**src/rtl/alu_pkg.sv**
```systemverilog
// Opcodes, sequencer state encoding and opcode classification shared by the ALU and its control stage.
package alu_pkg;

   localparam int OP_W = 6;

   localparam logic [OP_W-1:0] OP_ADD = 6'b010000;
   localparam logic [OP_W-1:0] OP_SUB = 6'b010001;
   localparam logic [OP_W-1:0] OP_EQ  = 6'b100000;
   localparam logic [OP_W-1:0] OP_NE  = 6'b100001;
   localparam logic [OP_W-1:0] OP_LE  = 6'b100010;
   localparam logic [OP_W-1:0] OP_GT  = 6'b100011;
   localparam logic [OP_W-1:0] OP_LLS = 6'b110000;
   localparam logic [OP_W-1:0] OP_LRS = 6'b110001;
   localparam logic [OP_W-1:0] OP_ARS = 6'b110010;

   typedef enum logic [1:0] {
      ST_IDLE   = 2'd0,
      ST_DECODE = 2'd1,
      ST_EXEC   = 2'd2,
      ST_WB     = 2'd3
   } state_t;

   function automatic logic is_legal_op(input logic [OP_W-1:0] op);
      case (op)
         OP_ADD, OP_SUB, OP_EQ, OP_NE, OP_LE, OP_GT,
         OP_LLS, OP_LRS, OP_ARS: is_legal_op = 1'b1;
         default:                is_legal_op = 1'b0;
      endcase
   endfunction

   function automatic logic is_shift_op(input logic [OP_W-1:0] op);
      is_shift_op = (op == OP_LLS) || (op == OP_LRS) || (op == OP_ARS);
   endfunction

   function automatic logic is_arith_op(input logic [OP_W-1:0] op);
      is_arith_op = (op == OP_ADD) || (op == OP_SUB);
   endfunction

endpackage

```
**src/rtl/alu_flag_reg.sv**
```systemverilog
// Architectural C/Z/N flag registers, each with its own load enable; new value visible the cycle after load.
module alu_flag_reg (
   input  logic clk,
   input  logic rst,
   input  logic ld_c,
   input  logic ld_z,
   input  logic ld_n,
   input  logic c_d,
   input  logic z_d,
   input  logic n_d,
   output logic flag_c,
   output logic flag_z,
   output logic flag_n
);

   always_ff @(posedge clk or posedge rst) begin
      if (rst) begin
         flag_c <= 1'b0;
         flag_z <= 1'b0;
         flag_n <= 1'b0;
      end else begin
         if (ld_c) flag_c <= c_d;
         if (ld_z) flag_z <= z_d;
         if (ld_n) flag_n <= n_d;
      end
   end

endmodule

```
**src/rtl/alu_op_sequencer.sv**
```systemverilog
// Control stage in front of a combinational ALU: one op per 4 cycles, result 3 edges after accept (2 if illegal).
// Holds the result in WB until res_ready; instr_ready stays low from accept until the result is taken.
module alu_op_sequencer
   import alu_pkg::*;
#(
   parameter int DW    = 32,
   parameter int CNT_W = 16
) (
   input  logic             clk,
   input  logic             rst,
   input  logic             instr_valid,
   output logic             instr_ready,
   input  logic [OP_W-1:0]  instr_op,
   input  logic [DW-1:0]    instr_a,
   input  logic [DW-1:0]    instr_b,
   input  logic             instr_use_c,
   output logic [DW-1:0]    alu_a,
   output logic [DW-1:0]    alu_b,
   output logic [OP_W-1:0]  alu_op,
   output logic             alu_cin,
   input  logic [DW-1:0]    alu_res,
   input  logic             alu_cout,
   input  logic             alu_z,
   input  logic             alu_n,
   output logic             res_valid,
   input  logic             res_ready,
   output logic [DW-1:0]    res_data,
   output logic             res_illegal,
   output logic             flag_c,
   output logic             flag_z,
   output logic             flag_n,
   output logic [CNT_W-1:0] op_count
);

   state_t          state;
   logic [OP_W-1:0] op_q;
   logic [DW-1:0]   a_q;
   logic [DW-1:0]   b_q;
   logic            use_c_q;
   logic            ld_zn;
   logic            ld_c;

   // Flags commit at the end of EXEC, together with res_data; carry only moves on ADD/SUB.
   assign ld_zn = (state == ST_EXEC);
   assign ld_c  = ld_zn && is_arith_op(alu_op);

   alu_flag_reg u_flags (
      .clk    (clk),
      .rst    (rst),
      .ld_c   (ld_c),
      .ld_z   (ld_zn),
      .ld_n   (ld_zn),
      .c_d    (alu_cout),
      .z_d    (alu_z),
      .n_d    (alu_n),
      .flag_c (flag_c),
      .flag_z (flag_z),
      .flag_n (flag_n)
   );

   always_ff @(posedge clk or posedge rst) begin
      if (rst) begin
         state       <= ST_IDLE;
         instr_ready <= 1'b1;
         op_q        <= '0;
         a_q         <= '0;
         b_q         <= '0;
         use_c_q     <= 1'b0;
         alu_a       <= '0;
         alu_b       <= '0;
         alu_op      <= '0;
         alu_cin     <= 1'b0;
         res_valid   <= 1'b0;
         res_data    <= '0;
         res_illegal <= 1'b0;
         op_count    <= '0;
      end else begin
         case (state)
            ST_IDLE: begin
               if (instr_valid) begin
                  op_q        <= instr_op;
                  a_q         <= instr_a;
                  b_q         <= instr_b;
                  use_c_q     <= instr_use_c;
                  instr_ready <= 1'b0;
                  state       <= ST_DECODE;
               end
            end
            ST_DECODE: begin
               if (is_legal_op(op_q)) begin
                  alu_a   <= a_q;
                  // Shift amount is taken mod 32 so the ALU never sees an oversized shift.
                  alu_b   <= is_shift_op(op_q) ? {{(DW-5){1'b0}}, b_q[4:0]} : b_q;
                  alu_op  <= op_q;
                  alu_cin <= use_c_q & flag_c;
                  state   <= ST_EXEC;
               end else begin
                  res_data    <= '0;
                  res_illegal <= 1'b1;
                  res_valid   <= 1'b1;
                  state       <= ST_WB;
               end
            end
            ST_EXEC: begin
               res_data    <= alu_res;
               res_illegal <= 1'b0;
               res_valid   <= 1'b1;
               op_count    <= op_count + 1'b1;
               state       <= ST_WB;
            end
            ST_WB: begin
               if (res_ready) begin
                  res_valid   <= 1'b0;
                  instr_ready <= 1'b1;
                  state       <= ST_IDLE;
               end
            end
            default: state <= ST_IDLE;
         endcase
      end
   end

endmodule

```
**config.mk**
```make
export PLATFORM = sky130hd
export DESIGN_NAME = alu_op_sequencer
export DESIGN_NICKNAME = d
export VERILOG_FILES = /design/src/rtl/alu_pkg.sv /design/src/rtl/alu_flag_reg.sv /design/src/rtl/alu_op_sequencer.sv
export SDC_FILE = /design/constraint.sdc
export NUM_CORES = 1
export LEC_CHECK = 0
export CORE_ASPECT_RATIO = 0.7
export CORE_MARGIN = 2
export CORE_UTILIZATION = 65
export CTS_CLUSTER_SIZE = 28
export DETAILED_ROUTE_END_ITERATION = 7
export DONT_BUFFER_PORTS = 1
export GPL_ROUTABILITY_DRIVEN = 0
export PLACE_DENSITY = 0.81
export SYNTH_ARGS = -nofsm -noshare
export SYNTH_HDL_FRONTEND = slang
export SYNTH_SLANG_ARGS = --single-unit
```
**constraint.sdc**
```tcl
create_clock -name clk -period 20.4 [get_ports clk]
set_clock_uncertainty 0.05 [all_clocks]
set_input_delay 6.12 -clock clk [delete_from_list [all_inputs] [get_ports clk]]
set_output_delay 6.12 -clock clk [all_outputs]
set_load 0.01 [all_outputs]
```
Word level (Yosys, flattened, before mapping)
Cells that the tools add are included.
{"block": "totals", "word_cells": 67, "regBits": 198, "inputBits": 110}
{"block": "classes", "n_reduce_logical": 15, "n_bitwise": 1, "addsub": 1, "eq_ne": 17, "n_mux": 16}
{"operator": "32-bit two-way mux", "count": 2}
{"operator": "32-bit case mux with 2 select lines", "count": 1}
{"operator": "6-bit == test (second input constant)", "count": 7}
{"operator": "6-bit by 5-bit == test with 1-bit output (second input constant)", "count": 4}
{"operator": "16-bit by 1-bit adder with 16-bit output (second input constant)", "count": 1}
{"operator": "9-bit OR reduction", "count": 1}
{"operator": "2-bit case mux with 4 select lines", "count": 1}
{"operator": "2-bit AND reduction", "count": 4}
{"operator": "1-bit two-way mux", "count": 7}
{"operator": "2-bit != test (second input constant)", "count": 3}
{"operator": "3-bit AND reduction", "count": 2}
{"operator": "2-bit == test (second input constant)", "count": 2}
{"operator": "2-bit two-way mux", "count": 2}
{"operator": "1-bit case mux with 2 select lines", "count": 2}
{"operator": "2-bit nonzero test", "count": 2}
{"operator": "1-bit logical OR", "count": 3}
{"operator": "1-bit case mux with 3 select lines", "count": 1}
{"operator": "3-bit nonzero test", "count": 1}
{"operator": "2-bit by 1-bit == test with 1-bit output (second input constant)", "count": 1}
{"operator": "2-bit zero test", "count": 1}
{"operator": "1-bit AND", "count": 1}
{"operator": "1-bit logical AND", "count": 1}

Logic depth before layout (Yosys ltp)
Gate-level depths: netlist (run 1).
{"block": "depth", "word_depth": 6, "mapped_depth": 7, "ltp_nobuf": 6}

Modules after synthesis
Synthesis (run 1) repeated with hierarchy kept, for this count alone.
{"block": "hier_totals", "hier_cells": 539, "hier_area_um2": 7616.1}
{"module": "alu_op_sequencer", "area_each_um2": 7492.2, "instances": 1, "cells_each": 532}
{"module": "alu_flag_reg", "area_each_um2": 123.9, "instances": 1, "cells_each": 7}

Worst setup path after synthesis (run 1)
Ideal clock, no wire load.
{"block": "synth_path", "kind": "in2reg", "from": "input port instr_valid", "to": "register a_q[0]", "n_path_buf": 1, "t_arrival_ns": 6.880, "path_stages": 3, "setup_ns": 0.125, "path_slack_ns": 13.345, "t_required_ns": 20.225, "path_cell_list": "nand2_1 -> buf_2 -> mux2_2"}
{"block": "synth_between", "elab_chain_cells": 1}
{"element": "from (decl)", "line": "alu_op_sequencer.sv:11", "text": "input logic instr_valid,"}
{"element": "2-bit AND reduction (no source line)"}
{"element": "to (signal assigned)", "line": "alu_op_sequencer.sv:82", "text": "a_q <= instr_a;"}
{"element": "to (decl)", "line": "alu_op_sequencer.sv:37", "text": "logic [DW-1:0] a_q;"}
No other way between the ends.
A chain may end at the register's enable or synchronous reset.

==> results.toml, run 1 <==
[detailed_routing]
vias = 4177
post_drt_wl_per_cell_um = 21.7
drcViolationCount = 0
drt_pass1_iterations = 5
ant_nets = 0
wirelength_mm = 15.2
routed_via_density = 5.98
first_iter_violations = 185

[critical_path]
cpPeakStageDelay_ps = 840
crit_start = "rst"
r2r_setup_slack_ps = 17780
cp_num_buf_inv = 2
critPathKind = "in -> async"
path_cells = "inv_8 > buf_4"
critical_path.startpoint_type = "input port"
crit_path_end_kind = "async pin"
arrival_ps = 7620
reg2reg_from = "state[1]$_DFFE_PP0P_"
required_ps = 20780
crit_family = "buffers and inverters"
crit_slowest_cell = "buf_4"
worst-path-max-fanout = 123

[sta]
post-route-min-period_ps = 7240
rsz0062_at_grt = "false"
setup_violations = 0
tightest_slew_ps = 1290
fin_ws_ps = 13160
period_share_pct = 35.5
fmax_mhz = 138
tns_ps = 0
drv_slew = 0
finalHoldViolCount = 0
slew-limit-headroom_pct = 13.9

[clocking]
cts.sinks = 198
cts_tree = "yes"
cts-root-buf = "clkbuf_16"
clk_pin_slew_worst_paths_ps = 70
cts_setup_buffers = 0
holdBufCountCts = 0
htreeDepth = 4
numCtsBuffers = 17
clock_latency_ps = 420
cts_buffer_depth = 2
cts_resized = 0

[synthesis]
synth.distinct_cells = 32
syn-cell-area_mm2 = 0.00759
async_flop_share_pct = 100
synth_area_leaders = "dfrtp_1 65%, mux2_2 17%, a22o_1 3.8%"
synth_top_cell_area_share_pct = 64.9
synth.most_common_cell = "dfrtp_1"
synth_seq_area_share_pct = 65.3
yosysWarningCount = 0
yosys.area.top_type = "dfrtp_1"
synthTopCellsByCount = "197 x dfrtp_1, 116 x mux2_2, 69 x nand2_1"
ys.flop_type = "dfrtp_1"
ys_ff_latch = 198
synth_nets = 653
synth_edf_count = 0
syn-mean-instance-area_um2 = 14.1
synthCells = 538

[die]
start_util_pct = 67.7
coreArea_mm2 = 0.0112
die-area_mm2 = 0.0126
ios = 235
die_x_um = 133
die_h_um = 94.4
rows = 32

[place]
dpl-instance-area_mm2 = 0.00766
hpwl_mm = 10.1
placedCellCount = 667
post-place-ws_ps = 12660
io_buffers = 0

[flow_run]
drv_cap = 0

[pwr]
peakVddDrop_uv = 78.9
leakage_uw = 0.00385
p_total_uw = 1420
p_per_area_mw_per_mm2 = 172

[worst_hold_path]
hold_class = "reg -> reg"
hold_path_startpoint = "a_q[9]$_DFFE_PP0P_"

[grt]
antenna_found_initial = 2
grt_max_degree = 124
grt_remaining_overflow = 0
track_usage_pct = 24.7
first_global_vias = 4302
grt_pass1_wl_mm = 23.5

[finish]
final_area_mm2 = 0.00829
drive_gt1_share_pct = 28.8
nNetsFinal = 648
finalNonFillerCells = 698
diodes = 0
synthToLayoutAreaGrowth_pct = 9.16

[status]
status = "completed"
==> cells in the final DEF (no fill, tap or decap), types with 5 or more instances in the layout <==
master and count:
a22o_1 33, mux2_2 116, clkbuf_16 17, ha_1 5, o21ai_0 31, dfrtp_1 197
xnor2_1 6, xor2_1 9, nor2_1 8, nand2_1 68
==> path summary, 6_finish.rpt <==
kind,endpoint,cells after the start
hold reg to reg,alu_a[9]$_DFFE_PP0P_,1
max in group clk,instr_ready,0
setup / recovery,alu_b[26]$_DFFE_PP0P_,2
hold / removal,alu_a[9]$_DFFE_PP0P_,1
setup reg to reg,res_data[28]$_DFFE_PP0P_,6
min in group asynchronous,alu_a[9]$_DFFE_PP0P_,1
==> logic make-up (layout without fill, tap and decap cells) <==
group,Yosys count,in the layout,synth area share (%)
compound gates,72,72,6.67
xor+xnor,15,15,1.73
simple gates,101,101,5.83
buf+inv,31,38,2.46
flops,198,198,65.3
mux,116,116,17.2
fa+ha+maj,5,5,0.824
==> sequential cells by signal, indices dropped and copies added, names as in the netlist <==
signal,cells
a_q,32
alu_cin,1
op_q,6
res_data,32
alu_op,6
res_illegal,1
state,2
u_flags.flag_z,1
alu_a,32
b_q,32
instr_ready,1
alu_b,32
u_flags.flag_c,1
res_valid,1
use_c_q,1
op_count,16
u_flags.flag_n,1
==> where the power goes <==
group | total, uW | switching (uW) | internal, uW
clock | 355 | 147 | 208
sequential | 734 | 168 | 566
combinational | 336 | 156 | 180
==> per-layer routing <==
metal	vias to the layer above	GRT usage [%]	share of wire, %
met5	-	0	0.086
met4	2	8.51	1.6
met3	20	11.3	9.2
met2	145	38.8	49
met1	2153	31.0	40
li1	1857	-	-
==> per-stage QoR <==
step	utilization (%)	hold WS [ps]
2_1_floorplan	-	425
3_3_place_gp	68.3	431
3_5_place_dp	68.3	439
4_1_cts	73.9	455
5_1_grt	73.9	467
6_report	73.9	452
==> layout make-up <==
cell class	instances	area [um^2]
Clock buffer	19	433
Clock inverter	12	193
Fill cell	715	2920
Inverter	3	18.8
Multi-Input combinational cell	309	2470
Sequential cell	198	4960
Tap cell	153	191
Timing Repair Buffer	4	30.0
(Power assumes the default switching activity.)
==> run 2: changes to the inputs <==
Settings changed: CORE_UTILIZATION 65 to 63, PLACE_DENSITY 0.81 to 0.79.
Clock period 20.4 ns to 6.8 ns, I/O delays scaled along.
==> run 2 against run 1 <==
Effect of this change:
- sequential share of layout area is 0.37 points higher
- highest routed layer unchanged
- final cell count is 0.72% higher
- first-iteration DRC count is 13% lower
- largest power group unchanged
- critical endpoint is now instr_ready
==> results.toml, run 2 (synthesized netlist as in run 1, its figures left out) <==
[worst_hold_path]
hold_path_startpoint = "a_q[7]$_DFFE_PP0P_"
hold_depth = 1
hold_class = "reg -> reg"

[die]
die-area_mm2 = 0.0130
rows = 33
ios = 235
coreArea_mm2 = 0.0117
start_util_pct = 64.7
die_x_um = 135
die_h_um = 95.8

[finish]
synthToLayoutAreaGrowth_pct = 8.49
diodes = 0
layout_common_cells = "197 x dfrtp_1, 116 x mux2_2, 68 x nand2_1"
final_common_cell = "dfrtp_1"
fillCellCount = 785
nNetsFinal = 648
drive_gt1_share_pct = 28.9
finalNonFillerCells = 703

[grt]
grt_max_degree = 112
grt_remaining_overflow = 0
first_global_vias = 4238
track_usage_pct = 22.7
grt_pass1_wl_mm = 22.3
antenna_found_initial = 2

[critical_path]
crit_path_end_kind = "output pin"
required_ps = 4710
path_depth = 0
worst-path-max-fanout = 3
reg2reg_from = "state[0]$_DFFE_PP0P_"
r2r_setup_slack_ps = 4420
crit_start = "instr_ready$_DFFE_PP1P_"
critical_path.startpoint_type = "register"
critPathKind = "reg -> out"
ff2ff_path_depth = 4
arrival_ps = 1010

[detailed_routing]
post_drt_wl_per_cell_um = 20.7
drcViolationCount = 0
first_iter_violations = 161
wirelength_mm = 14.5
routed_via_density = 5.90
ant_nets = 0
drt_pass1_iterations = 4
vias = 4147

[clocking]
cts_buffer_depth = 2
clk_pin_slew_worst_paths_ps = 70
cts_setup_buffers = 0
htreeDepth = 4
numCtsBuffers = 17
cts_tree = "yes"
holdBufCountCts = 0
cts-root-buf = "clkbuf_16"
cts.sinks = 198
clock_latency_ps = 420
cts_resized = 0

[place]
io_buffers = 0
hpwl_mm = 9.93
placedCellCount = 671
post-place-ws_ps = 3430

[sta]
period_share_pct = 45.5
fmax_mhz = 323
rsz0062_at_grt = "false"
setup_violations = 0
fin_ws_ps = 3700
tns_ps = 0
slew-limit-headroom_pct = 14.0
tightest_slew_ps = 1290
finalHoldViolCount = 0
post-route-min-period_ps = 3100
drv_slew = 0

[pwr]
leakage_uw = 0.00382
peakVddDrop_uv = 326
p_per_area_mw_per_mm2 = 501

[status]
status = "completed"

[flow_run]
drv_cap = 0
-- run 2: power by group --
group | total [uW] | switching [uW] | internal [uW]
Combinational | 994 | 454 | 540
Sequential | 2190 | 492 | 1700
Clock | 944 | 452 | 492
Total | 4130 | 1400 | 2730
-- run 2: path summary, 6_finish.rpt --
| kind | endpoint |
|---|---|
| max | instr_ready |
| min | alu_a[7]$_DFFE_PP0P_ |
| max reg2reg | res_data[11]$_DFFE_PP0P_ |
| min reg2reg | alu_a[7]$_DFFE_PP0P_ |
| max in group asynchronous | alu_a[24]$_DFFE_PP0P_ |
| min in group asynchronous | u_flags.flag_c$_DFFE_PP0P_ |
-- run 2: area by class of cell --
class	count	area, um^2	share of cell area, %
Multi-Input combinational cell	309	2470	29.9
Inverter	3	15.0	0.182
Tap cell	157	196	2.38
Clock buffer	20	447	5.42
Sequential cell	198	4960	60.2
Clock inverter	12	114	1.38
Timing Repair Buffer	4	42.5	0.516
-- run 2: per-layer routing --
| layer | GRT usage (%) | wire length (um) | vias to the layer above |
|---|---|---|---|
| met5 | 0 | 30 | - |
| met4 | 6.86 | 169 | 4 |
| met1 | 29.2 | 5930 | 2101 |
| li1 | - | - | 1868 |
| met3 | 10.5 | 1540 | 23 |
| met2 | 35.1 | 6880 | 151 |
-- run 2: metrics by stage --
stage | total power, uW | instance area [um^2] | util [%] | hold slack [ps]
floorplan | 2980 | 7600 | - | 425
global placement | 3110 | 7680 | 65.5 | 432
detailed placement | 3220 | 7680 | 65.5 | 437
CTS | 4170 | 8240 | 70.2 | 453
global route | 4380 | 8240 | 70.2 | 461
finish | 4130 | 8240 | 70.2 | 451
-- run 2: worst reg2reg max path, cell delays in order, from the launching register on --
cell and delay (ps):
dfrtp_1 410, inv_1 100, ha_1 380, o21ai_2 1060, a22o_1 320
